`src/rtl/tpu_pkg.sv`:
```
`default_nettype none
// ============================================================================
// Module   : tpu_pkg
// Brief    : Shared loader state/buffer encodings and status bit positions.
// Revision : 1.0
// ============================================================================
package tpu_pkg;

  typedef enum logic [2:0] {
    IDLE     = 3'd0,
    LOAD_W   = 3'd1,
    LOAD_INP = 3'd2,
    LOAD_INS = 3'd3,
    LAUNCH   = 3'd4,
    RUN      = 3'd5
  } loader_state_t;

  typedef enum logic [1:0] {
    WEIGHT = 2'd0,
    INPUT  = 2'd1,
    INSTR  = 2'd2
  } buf_sel_t;

  localparam int STATUS_ERR_CMD   = 0;
  localparam int STATUS_ERR_OVF   = 1;
  localparam int STATUS_INS_FULL  = 2;
  localparam int STATUS_INP_FULL  = 3;
  localparam int STATUS_W_FULL    = 4;
  localparam int STATUS_STATE_LSB = 5;

endpackage
`default_nettype wire

```
`src/rtl/tpu_host_loader_if.sv`:
```
`default_nettype none
// ============================================================================
// Module   : tpu_host_loader_if
// Brief    : Host strobes, buffer write port and core handshake of the loader.
// Revision : 1.0
// ============================================================================
interface tpu_host_loader_if #(
  parameter int DATA_W = 8,
  parameter int ADDR_W = 4
) ();

  logic              fetch_w_i;
  logic              fetch_inp_i;
  logic              fetch_ins_i;
  logic              start_i;
  logic [DATA_W-1:0] data_i;
  logic              mem_we_o;
  logic [1:0]        mem_sel_o;
  logic [ADDR_W-1:0] mem_addr_o;
  logic [DATA_W-1:0] mem_wdata_o;
  logic              core_start_o;
  logic              core_busy_i;
  logic              core_done_i;
  logic [7:0]        status_o;
  logic [DATA_W-1:0] checksum_o;

  // Host / core side
  modport master (
    output fetch_w_i, fetch_inp_i, fetch_ins_i, start_i, data_i,
    output core_busy_i, core_done_i,
    input  mem_we_o, mem_sel_o, mem_addr_o, mem_wdata_o,
    input  core_start_o, status_o, checksum_o
  );

  // Loader side
  modport slave (
    input  fetch_w_i, fetch_inp_i, fetch_ins_i, start_i, data_i,
    input  core_busy_i, core_done_i,
    output mem_we_o, mem_sel_o, mem_addr_o, mem_wdata_o,
    output core_start_o, status_o, checksum_o
  );

endinterface
`default_nettype wire

```
`src/rtl/tpu_load_ptr.sv`:
```
`default_nettype none
// ============================================================================
// Module   : tpu_load_ptr
// Brief    : Per-buffer write pointer with saturating full flag and overflow.
// Revision : 1.0
// ============================================================================
module tpu_load_ptr #(
  parameter int DEPTH  = 4,
  parameter int ADDR_W = 4
) (
  input  wire logic              clk,
  input  wire logic              reset,
  input  wire logic              clear,
  input  wire logic              inc,
  output logic [ADDR_W-1:0]      addr,
  output logic                   accept,
  output logic                   ovf,
  output logic                   full
);

  localparam logic [ADDR_W-1:0] c_last = ADDR_W'(DEPTH - 1);

  logic [ADDR_W-1:0] r_ptr;
  logic              r_full;
  logic [ADDR_W-1:0] w_eff_ptr;
  logic              w_eff_full;

  // A clear and a byte in the same cycle behave as clear-then-write.
  assign w_eff_ptr  = clear ? '0 : r_ptr;
  assign w_eff_full = clear ? 1'b0 : r_full;

  assign addr   = w_eff_ptr;
  assign accept = inc & ~w_eff_full;
  assign ovf    = inc & w_eff_full;
  assign full   = r_full;

  always_ff @(posedge clk) begin
    if (reset) begin
      r_ptr  <= '0;
      r_full <= 1'b0;
    end else if (accept) begin
      r_full <= (w_eff_ptr == c_last);
      r_ptr  <= (w_eff_ptr == c_last) ? w_eff_ptr : w_eff_ptr + 1'b1;
    end else if (clear) begin
      r_ptr  <= '0;
      r_full <= 1'b0;
    end
  end

endmodule
`default_nettype wire

```
`src/rtl/tpu_host_loader.sv`:
```
`default_nettype none
// ============================================================================
// Module   : tpu_host_loader
// Brief    : Streams host bytes into the TPU buffers and launches the core.
//            Optional running XOR checksum: define LOADER_CHECKSUM_EN.
// Revision : 1.0
// ============================================================================
module tpu_host_loader #(
  parameter int DATA_W    = 8,
  parameter int W_DEPTH   = 4,
  parameter int INP_DEPTH = 4,
  parameter int INS_DEPTH = 16,
  parameter int ADDR_W    = 4
) (
  input  wire logic         clk,
  input  wire logic         reset,
  tpu_host_loader_if.slave  bus
);
  import tpu_pkg::*;

  loader_state_t     r_state;
  logic              r_prev_w, r_prev_inp, r_prev_ins, r_prev_start;
  logic              r_err_ovf, r_err_cmd;
  logic              r_mem_we;
  buf_sel_t          r_mem_sel;
  logic [ADDR_W-1:0] r_mem_addr;
  logic [DATA_W-1:0] r_mem_wdata;
  logic              r_core_start;

  logic w_win_w, w_win_inp, w_win_ins, w_any_fetch, w_multi, w_start_rise, w_loading;
  logic w_enter_w, w_enter_inp, w_enter_ins, w_run_done;
  logic w_acc_w, w_acc_inp, w_acc_ins, w_ovf_w, w_ovf_inp, w_ovf_ins;
  logic w_full_w, w_full_inp, w_full_ins, w_accept, w_ovf;
  logic [ADDR_W-1:0] w_addr_w, w_addr_inp, w_addr_ins, w_wr_addr;
  buf_sel_t          w_wr_sel;
  loader_state_t     w_load_state;
  logic [7:0]        w_status;

  assign w_any_fetch  = bus.fetch_w_i | bus.fetch_inp_i | bus.fetch_ins_i;
  assign w_multi      = $countones({bus.fetch_w_i, bus.fetch_inp_i,
                                    bus.fetch_ins_i, bus.start_i}) > 1;
  assign w_win_w      = bus.fetch_w_i;
  assign w_win_inp    = ~bus.fetch_w_i & bus.fetch_inp_i;
  assign w_win_ins    = ~bus.fetch_w_i & ~bus.fetch_inp_i & bus.fetch_ins_i;
  assign w_start_rise = bus.start_i & ~r_prev_start;
  assign w_loading    = (r_state == IDLE) || (r_state == LOAD_W) ||
                        (r_state == LOAD_INP) || (r_state == LOAD_INS);
  assign w_run_done   = (r_state == RUN) && bus.core_done_i;

  // A load restarts when the winner switches buffer or its strobe re-rises.
  assign w_enter_w   = w_loading & w_win_w   & ((r_state != LOAD_W)   | ~r_prev_w);
  assign w_enter_inp = w_loading & w_win_inp & ((r_state != LOAD_INP) | ~r_prev_inp);
  assign w_enter_ins = w_loading & w_win_ins & ((r_state != LOAD_INS) | ~r_prev_ins);

  tpu_load_ptr #(.DEPTH(W_DEPTH), .ADDR_W(ADDR_W)) u_ptr_w (
    .clk(clk), .reset(reset), .clear(w_enter_w), .inc(w_loading & w_win_w),
    .addr(w_addr_w), .accept(w_acc_w), .ovf(w_ovf_w), .full(w_full_w)
  );

  // Completion releases the activations; weights stay valid for reuse.
  tpu_load_ptr #(.DEPTH(INP_DEPTH), .ADDR_W(ADDR_W)) u_ptr_inp (
    .clk(clk), .reset(reset), .clear(w_enter_inp | w_run_done),
    .inc(w_loading & w_win_inp),
    .addr(w_addr_inp), .accept(w_acc_inp), .ovf(w_ovf_inp), .full(w_full_inp)
  );

  tpu_load_ptr #(.DEPTH(INS_DEPTH), .ADDR_W(ADDR_W)) u_ptr_ins (
    .clk(clk), .reset(reset), .clear(w_enter_ins), .inc(w_loading & w_win_ins),
    .addr(w_addr_ins), .accept(w_acc_ins), .ovf(w_ovf_ins), .full(w_full_ins)
  );

  assign w_accept     = w_acc_w | w_acc_inp | w_acc_ins;
  assign w_ovf        = w_ovf_w | w_ovf_inp | w_ovf_ins;
  assign w_wr_addr    = w_acc_w ? w_addr_w : (w_acc_inp ? w_addr_inp : w_addr_ins);
  assign w_wr_sel     = w_acc_w ? WEIGHT : (w_acc_inp ? INPUT : INSTR);
  assign w_load_state = w_win_w ? LOAD_W : (w_win_inp ? LOAD_INP : LOAD_INS);

  always_ff @(posedge clk) begin
    if (reset) begin
      r_state      <= IDLE;
      r_prev_w     <= 1'b0;
      r_prev_inp   <= 1'b0;
      r_prev_ins   <= 1'b0;
      r_prev_start <= 1'b0;
      r_err_ovf    <= 1'b0;
      r_err_cmd    <= 1'b0;
      r_mem_we     <= 1'b0;
      r_mem_sel    <= WEIGHT;
      r_mem_addr   <= '0;
      r_mem_wdata  <= '0;
      r_core_start <= 1'b0;
    end else begin
      r_prev_w     <= bus.fetch_w_i;
      r_prev_inp   <= bus.fetch_inp_i;
      r_prev_ins   <= bus.fetch_ins_i;
      r_prev_start <= bus.start_i;
      r_mem_we     <= 1'b0;
      r_core_start <= 1'b0;
      if (w_multi) r_err_cmd <= 1'b1;
      case (r_state)
        IDLE, LOAD_W, LOAD_INP, LOAD_INS: begin
          if (w_any_fetch) begin
            r_state <= w_load_state;
            if (w_accept) begin
              r_mem_we    <= 1'b1;
              r_mem_sel   <= w_wr_sel;
              r_mem_addr  <= w_wr_addr;
              r_mem_wdata <= bus.data_i;
            end
            if (w_ovf) r_err_ovf <= 1'b1;
          end else if (bus.start_i) begin
            if (w_start_rise) begin
              if (w_full_w && w_full_inp) r_state <= LAUNCH;
              else r_err_cmd <= 1'b1;
            end
          end else begin
            r_state <= IDLE;
          end
        end
        LAUNCH: begin
          if (!bus.core_busy_i) begin
            r_core_start <= 1'b1;
            r_state      <= RUN;
          end
        end
        RUN: begin
          if (w_any_fetch) r_err_cmd <= 1'b1;
          if (bus.core_done_i) r_state <= IDLE;
        end
        default: r_state <= IDLE;
      endcase
    end
  end

  always_comb begin
    w_status = '0;
    w_status[STATUS_STATE_LSB +: 3] = r_state;
    w_status[STATUS_W_FULL]   = w_full_w;
    w_status[STATUS_INP_FULL] = w_full_inp;
    w_status[STATUS_INS_FULL] = w_full_ins;
    w_status[STATUS_ERR_OVF]  = r_err_ovf;
    w_status[STATUS_ERR_CMD]  = r_err_cmd;
  end

  assign bus.mem_we_o     = r_mem_we;
  assign bus.mem_sel_o    = r_mem_sel;
  assign bus.mem_addr_o   = r_mem_addr;
  assign bus.mem_wdata_o  = r_mem_wdata;
  assign bus.core_start_o = r_core_start;
  assign bus.status_o     = w_status;

`ifdef LOADER_CHECKSUM_EN
  logic [DATA_W-1:0] r_checksum;
  logic              w_enter_any;

  assign w_enter_any = w_enter_w | w_enter_inp | w_enter_ins;

  always_ff @(posedge clk) begin
    if (reset) r_checksum <= '0;
    else if (w_accept) r_checksum <= (w_enter_any ? '0 : r_checksum) ^ bus.data_i;
  end

  assign bus.checksum_o = r_checksum;
`else
  assign bus.checksum_o = '0;
`endif

endmodule
`default_nettype wire

```
`src/flat_wrapper.sv`:
```
// flat-port wrapper written by rule: the top's interface ports become plain ports
module tpu_host_loader_flat import tpu_pkg::*;
#(
  parameter int DATA_W    = 8,
  parameter int W_DEPTH   = 4,
  parameter int INP_DEPTH = 4,
  parameter int INS_DEPTH = 16,
  parameter int ADDR_W    = 4
)
  (clk, reset, bus_fetch_w_i, bus_fetch_inp_i, bus_fetch_ins_i, bus_start_i, bus_data_i, bus_core_busy_i, bus_core_done_i, bus_mem_we_o, bus_mem_sel_o, bus_mem_addr_o, bus_mem_wdata_o, bus_core_start_o, bus_status_o, bus_checksum_o);
  tpu_host_loader_if #(.DATA_W(DATA_W), .ADDR_W(ADDR_W)) bus_i ();
  input  wire logic clk;
  input  wire logic reset;
  input wire logic [$bits(bus_i.fetch_w_i)-1:0] bus_fetch_w_i;
  input wire logic [$bits(bus_i.fetch_inp_i)-1:0] bus_fetch_inp_i;
  input wire logic [$bits(bus_i.fetch_ins_i)-1:0] bus_fetch_ins_i;
  input wire logic [$bits(bus_i.start_i)-1:0] bus_start_i;
  input wire logic [$bits(bus_i.data_i)-1:0] bus_data_i;
  input wire logic [$bits(bus_i.core_busy_i)-1:0] bus_core_busy_i;
  input wire logic [$bits(bus_i.core_done_i)-1:0] bus_core_done_i;
  output wire logic [$bits(bus_i.mem_we_o)-1:0] bus_mem_we_o;
  output wire logic [$bits(bus_i.mem_sel_o)-1:0] bus_mem_sel_o;
  output wire logic [$bits(bus_i.mem_addr_o)-1:0] bus_mem_addr_o;
  output wire logic [$bits(bus_i.mem_wdata_o)-1:0] bus_mem_wdata_o;
  output wire logic [$bits(bus_i.core_start_o)-1:0] bus_core_start_o;
  output wire logic [$bits(bus_i.status_o)-1:0] bus_status_o;
  output wire logic [$bits(bus_i.checksum_o)-1:0] bus_checksum_o;
  assign bus_i.fetch_w_i = bus_fetch_w_i;
  assign bus_i.fetch_inp_i = bus_fetch_inp_i;
  assign bus_i.fetch_ins_i = bus_fetch_ins_i;
  assign bus_i.start_i = bus_start_i;
  assign bus_i.data_i = bus_data_i;
  assign bus_i.core_busy_i = bus_core_busy_i;
  assign bus_i.core_done_i = bus_core_done_i;
  assign bus_mem_we_o = bus_i.mem_we_o;
  assign bus_mem_sel_o = bus_i.mem_sel_o;
  assign bus_mem_addr_o = bus_i.mem_addr_o;
  assign bus_mem_wdata_o = bus_i.mem_wdata_o;
  assign bus_core_start_o = bus_i.core_start_o;
  assign bus_status_o = bus_i.status_o;
  assign bus_checksum_o = bus_i.checksum_o;
  tpu_host_loader #(.DATA_W(DATA_W), .W_DEPTH(W_DEPTH), .INP_DEPTH(INP_DEPTH), .INS_DEPTH(INS_DEPTH), .ADDR_W(ADDR_W)) u_core (.clk(clk), .reset(reset), .bus(bus_i));
endmodule
```
`config.mk`:
```
export PLATFORM = sky130hd
export DESIGN_NAME = tpu_host_loader_flat
export DESIGN_NICKNAME = d
export VERILOG_FILES = /design/src/rtl/tpu_pkg.sv /design/src/rtl/tpu_host_loader_if.sv /design/src/rtl/tpu_load_ptr.sv /design/src/rtl/tpu_host_loader.sv /design/src/flat_wrapper.sv
export SDC_FILE = /design/constraint.sdc
export NUM_CORES = 1
export LEC_CHECK = 0
export ABC_AREA = 0
export BUFFER_PORTS_ARGS = -buffer_cell sky130_fd_sc_hd__buf_4
export CAP_MARGIN = 20
export CORE_UTILIZATION = 54
export DETAILED_ROUTE_END_ITERATION = 8
export PLACE_DENSITY = 0.79
export SYNTH_ARGS = -nofsm -noshare
export SYNTH_HDL_FRONTEND = slang
export SYNTH_SLANG_ARGS = --single-unit
```
`constraint.sdc`:
```
create_clock -name clk -period 2.4 [get_ports clk]
set_input_delay 0.24 -clock clk [delete_from_list [all_inputs] [get_ports clk]]
set_output_delay 0.24 -clock clk [all_outputs]
set_load 0.03 [all_outputs]
```
==> qor.csv <==
metric,value,unit
run_status,"finished, final reports clean",
power.density,620.7,nW/µm²
syn_avg_cell_area,9.065,µm²
synth_fa_ha_area_share,5.408,%
antenna_left,0,
rsz0062_at_grt,false,
syn_to_final_growth,16.00,%
setup_viol,0,
setup.worst_path.end_class,register,
muxShareOfSynthArea,4.507,%
cts_setup_buffers,0,
pin_count,48,
synth_xor_area_share,1.577,%
layout.cells.non_filler,326,
wl,4609,µm
hp-class,in2reg,
grt_pass1_vias,1605,
maxCapViolations,0,
fp.dieH,66.13,µm
leakagePower,0.001154,µW
grt_max_degree,40,
synth_cell_types,59,
synth_top_area_share,36.06,%
worst_slew_pin_slew,539.3,ps
die-area,4373,µm²
clock_sinks,40,
synth_top_family_by_area,simple AND/OR/NAND/NOR gates,
cp-start-kind,register,
clock_path_buffers,2,
yosysTopAreaCell,dfxtp_1,
row_count,22,
synth_simple_gate_area_share,26.99,%
io_buffers,39,
synthesis.area,2221,µm²
clk_latency,300,ps
fin_crit_sh,86.90,%
nNetsFinal,302,
synthTopCellsByArea,"dfxtp_1 36%, buf_4 4.7%, nor2_1 4.7%",
cts_tree,done,
root_buffer,clkbuf_8,
initial_core_util,58.47,%
synth_enable_flop_cells,0,
irDropWorstVdd,0.0005565,V
track_usage,22.65,%
drc_errors,0,
fillers,335,
ys_warn_count,0,
drt-initial-drc-count,167,
place_inst,318,
cts_resized,0,
yosysSeqAreaShare,36.06,%
holdBufCountCts,0,
critPathKind,reg2reg,
via_count,1866,
finalMaxSlewViolations,0,
fin_skew,7.635,ps
core_region_area,3799,µm²
drtPass1Iterations,4,
hold_ws,117.6,ps
crit_required,2580,ps
syn_inst,245,
totalNegativeSetupSlack,0,ps
synth-compound-area-share,16.34,%
die_w,66.13,µm
grt_pass1_wl,7396,µm
drive_gt1_share,23.38,%
synthArstFlopShare,0,%
dp.final_hpwl,3273,µm
wire_per_inst,14.14,µm
arrival,2270,ps
cts.htree.levels,2,
min_period,2086,ps
synthFlopType,dfxtp_1,
slew_headroom,63.55,%
n_antenna_cell,0,
antenna_found_initial,0,
max_freq,479.5,MHz
crit_fanout,11,
finalHoldViolCount,0,
gp_congestion,0.9080,
synth_seq_cells,40,
via_per_inst,5.724,
cts_buffers,5,
grt_overflow,0,
clk_pin_slew_worst_paths,80,ps
==> cell usage after synthesis, types with 5 or more instances <==
cell	n
nand2_1	13
o21ai_0	5
nand2b_1	5
buf_4	14
ha_1	8
a21oi_1	12
nor2_1	28
mux2i_1	10
inv_1	5
dfxtp_1	40
and2_1	8
nand4_1	5
nor3_1	9
==> per-stage QoR <==
stage          util [%]  power, µW  area (µm²)  setup WS [ps]
2_1_floorplan         -      943.1        2247          335.6
3_3_place_gp      64.49       1010        2450          248.6
3_5_place_dp      64.49       1014        2450          140.2
4_1_cts           67.82       1607        2576          350.0
5_1_grt           67.82       1666        2576          158.1
6_report          67.82       1599        2576          314.5
==> cell type report <==
class / instances / area (µm²) / area share [%]
clock inverter: 1 / 30.03 / 1.166
sequential: 40 / 800.8 / 31.08
multi-input combinational: 182 / 1247 / 48.42
tap: 48 / 60.06 / 2.331
inverter: 5 / 18.77 / 0.7285
timing repair buffer: 43 / 322.8 / 12.53
clock buffer: 7 / 96.34 / 3.740
==> kinds of logic (layout without fill, tap and decap cells) <==
logic type / after synthesis / count (layout)
muxes: 10 / 10
DFF: 40 / 40
and+or+nand+nor: 103 / 103
adders and majority gates: 9 / 9
other: 1 / 8
xor gates and xnor gates: 4 / 4
buffers and inverters: 30 / 56
AOI/OAI and AO/OA: 48 / 48
==> path summary, 6_finish.rpt <==
path	from	endpoint	slack, ps	cells past startpoint
worst max register to register	u_core.r_state[0]	u_core.u_ptr_ins.r_ptr[1]	310	8
worst min-delay path	bus_core_busy_i	u_core.bus.core_start_o	120	2
worst min register to register	u_core.bus.mem_wdata_o[6]	u_core.bus.mem_wdata_o[6]	500	2
worst max-delay path	u_core.r_state[0]	u_core.u_ptr_ins.r_ptr[1]	310	8
==> power breakdown <==
part           internal [µW]  switching (µW)
clock                    367             233
combinational            110             169
sequential               696            24.7
total                   1170             427
==> critical path, stage by stage (launching register included) <==
cell and delay [ps]:
dfxtp_1 560, nand3_1 230, nand2_1 180, and2_1 150
ha_1 200, a31oi_1 100, o21ai_0 290, mux2i_1 230
nor2_1 50
==> cell usage in the layout, fill, tap and decap left out, drive strengths merged, types with 2 or more instances in the layout <==
cell    count
buf        43
dfxtp      40
nor2       28
nand2      16
a21oi      14
mux2i      10
nor3        9
and2        8
ha          8
conb        8
clkbuf      7
o21ai       6
inv         5
nand2b      5
nand4       5
nor2b       4
and3b       4
and3        4
o21a        4
nand4b      4
a311oi      4
nand3       3
a211oi      3
nor3b       3
nand3b      2
o311ai      2
xnor2       2
and4b       2
a32oi       2
xor2        2
o22ai       2
a22oi       2
==> registers in the layout, indices dropped and copies added, names as in the netlist <==
| register | flops |
|---|---|
| u_core.bus.mem_sel_o | 2 |
| u_core.bus.mem_addr_o | 4 |
| u_core.bus.mem_we_o | 1 |
| u_core.r_prev_inp | 1 |
| u_core.r_err_cmd | 1 |
| u_core.r_err_ovf | 1 |
| u_core.bus.core_start_o | 1 |
| u_core.r_state | 3 |
| u_core.r_prev_ins | 1 |
| u_core.u_ptr_inp.r_ptr | 4 |
| u_core.u_ptr_w.full | 1 |
| u_core.r_prev_start | 1 |
| u_core.u_ptr_w.r_ptr | 4 |
| u_core.u_ptr_inp.full | 1 |
| u_core.r_prev_w | 1 |
| u_core.u_ptr_ins.full | 1 |
| u_core.u_ptr_ins.r_ptr | 4 |
| u_core.bus.mem_wdata_o | 8 |
==> per-layer routing <==
layer / vias up / track usage [%] / wire (µm)
met3: 8 / 7.241 / 275
met2: 60 / 34.57 / 2095
met4: 0 / 9.309 / 76
met5: - / 0 / 0
met1: 872 / 29.32 / 2162
li1: 926 / - / -
Power figures use the tool's default switching activity.
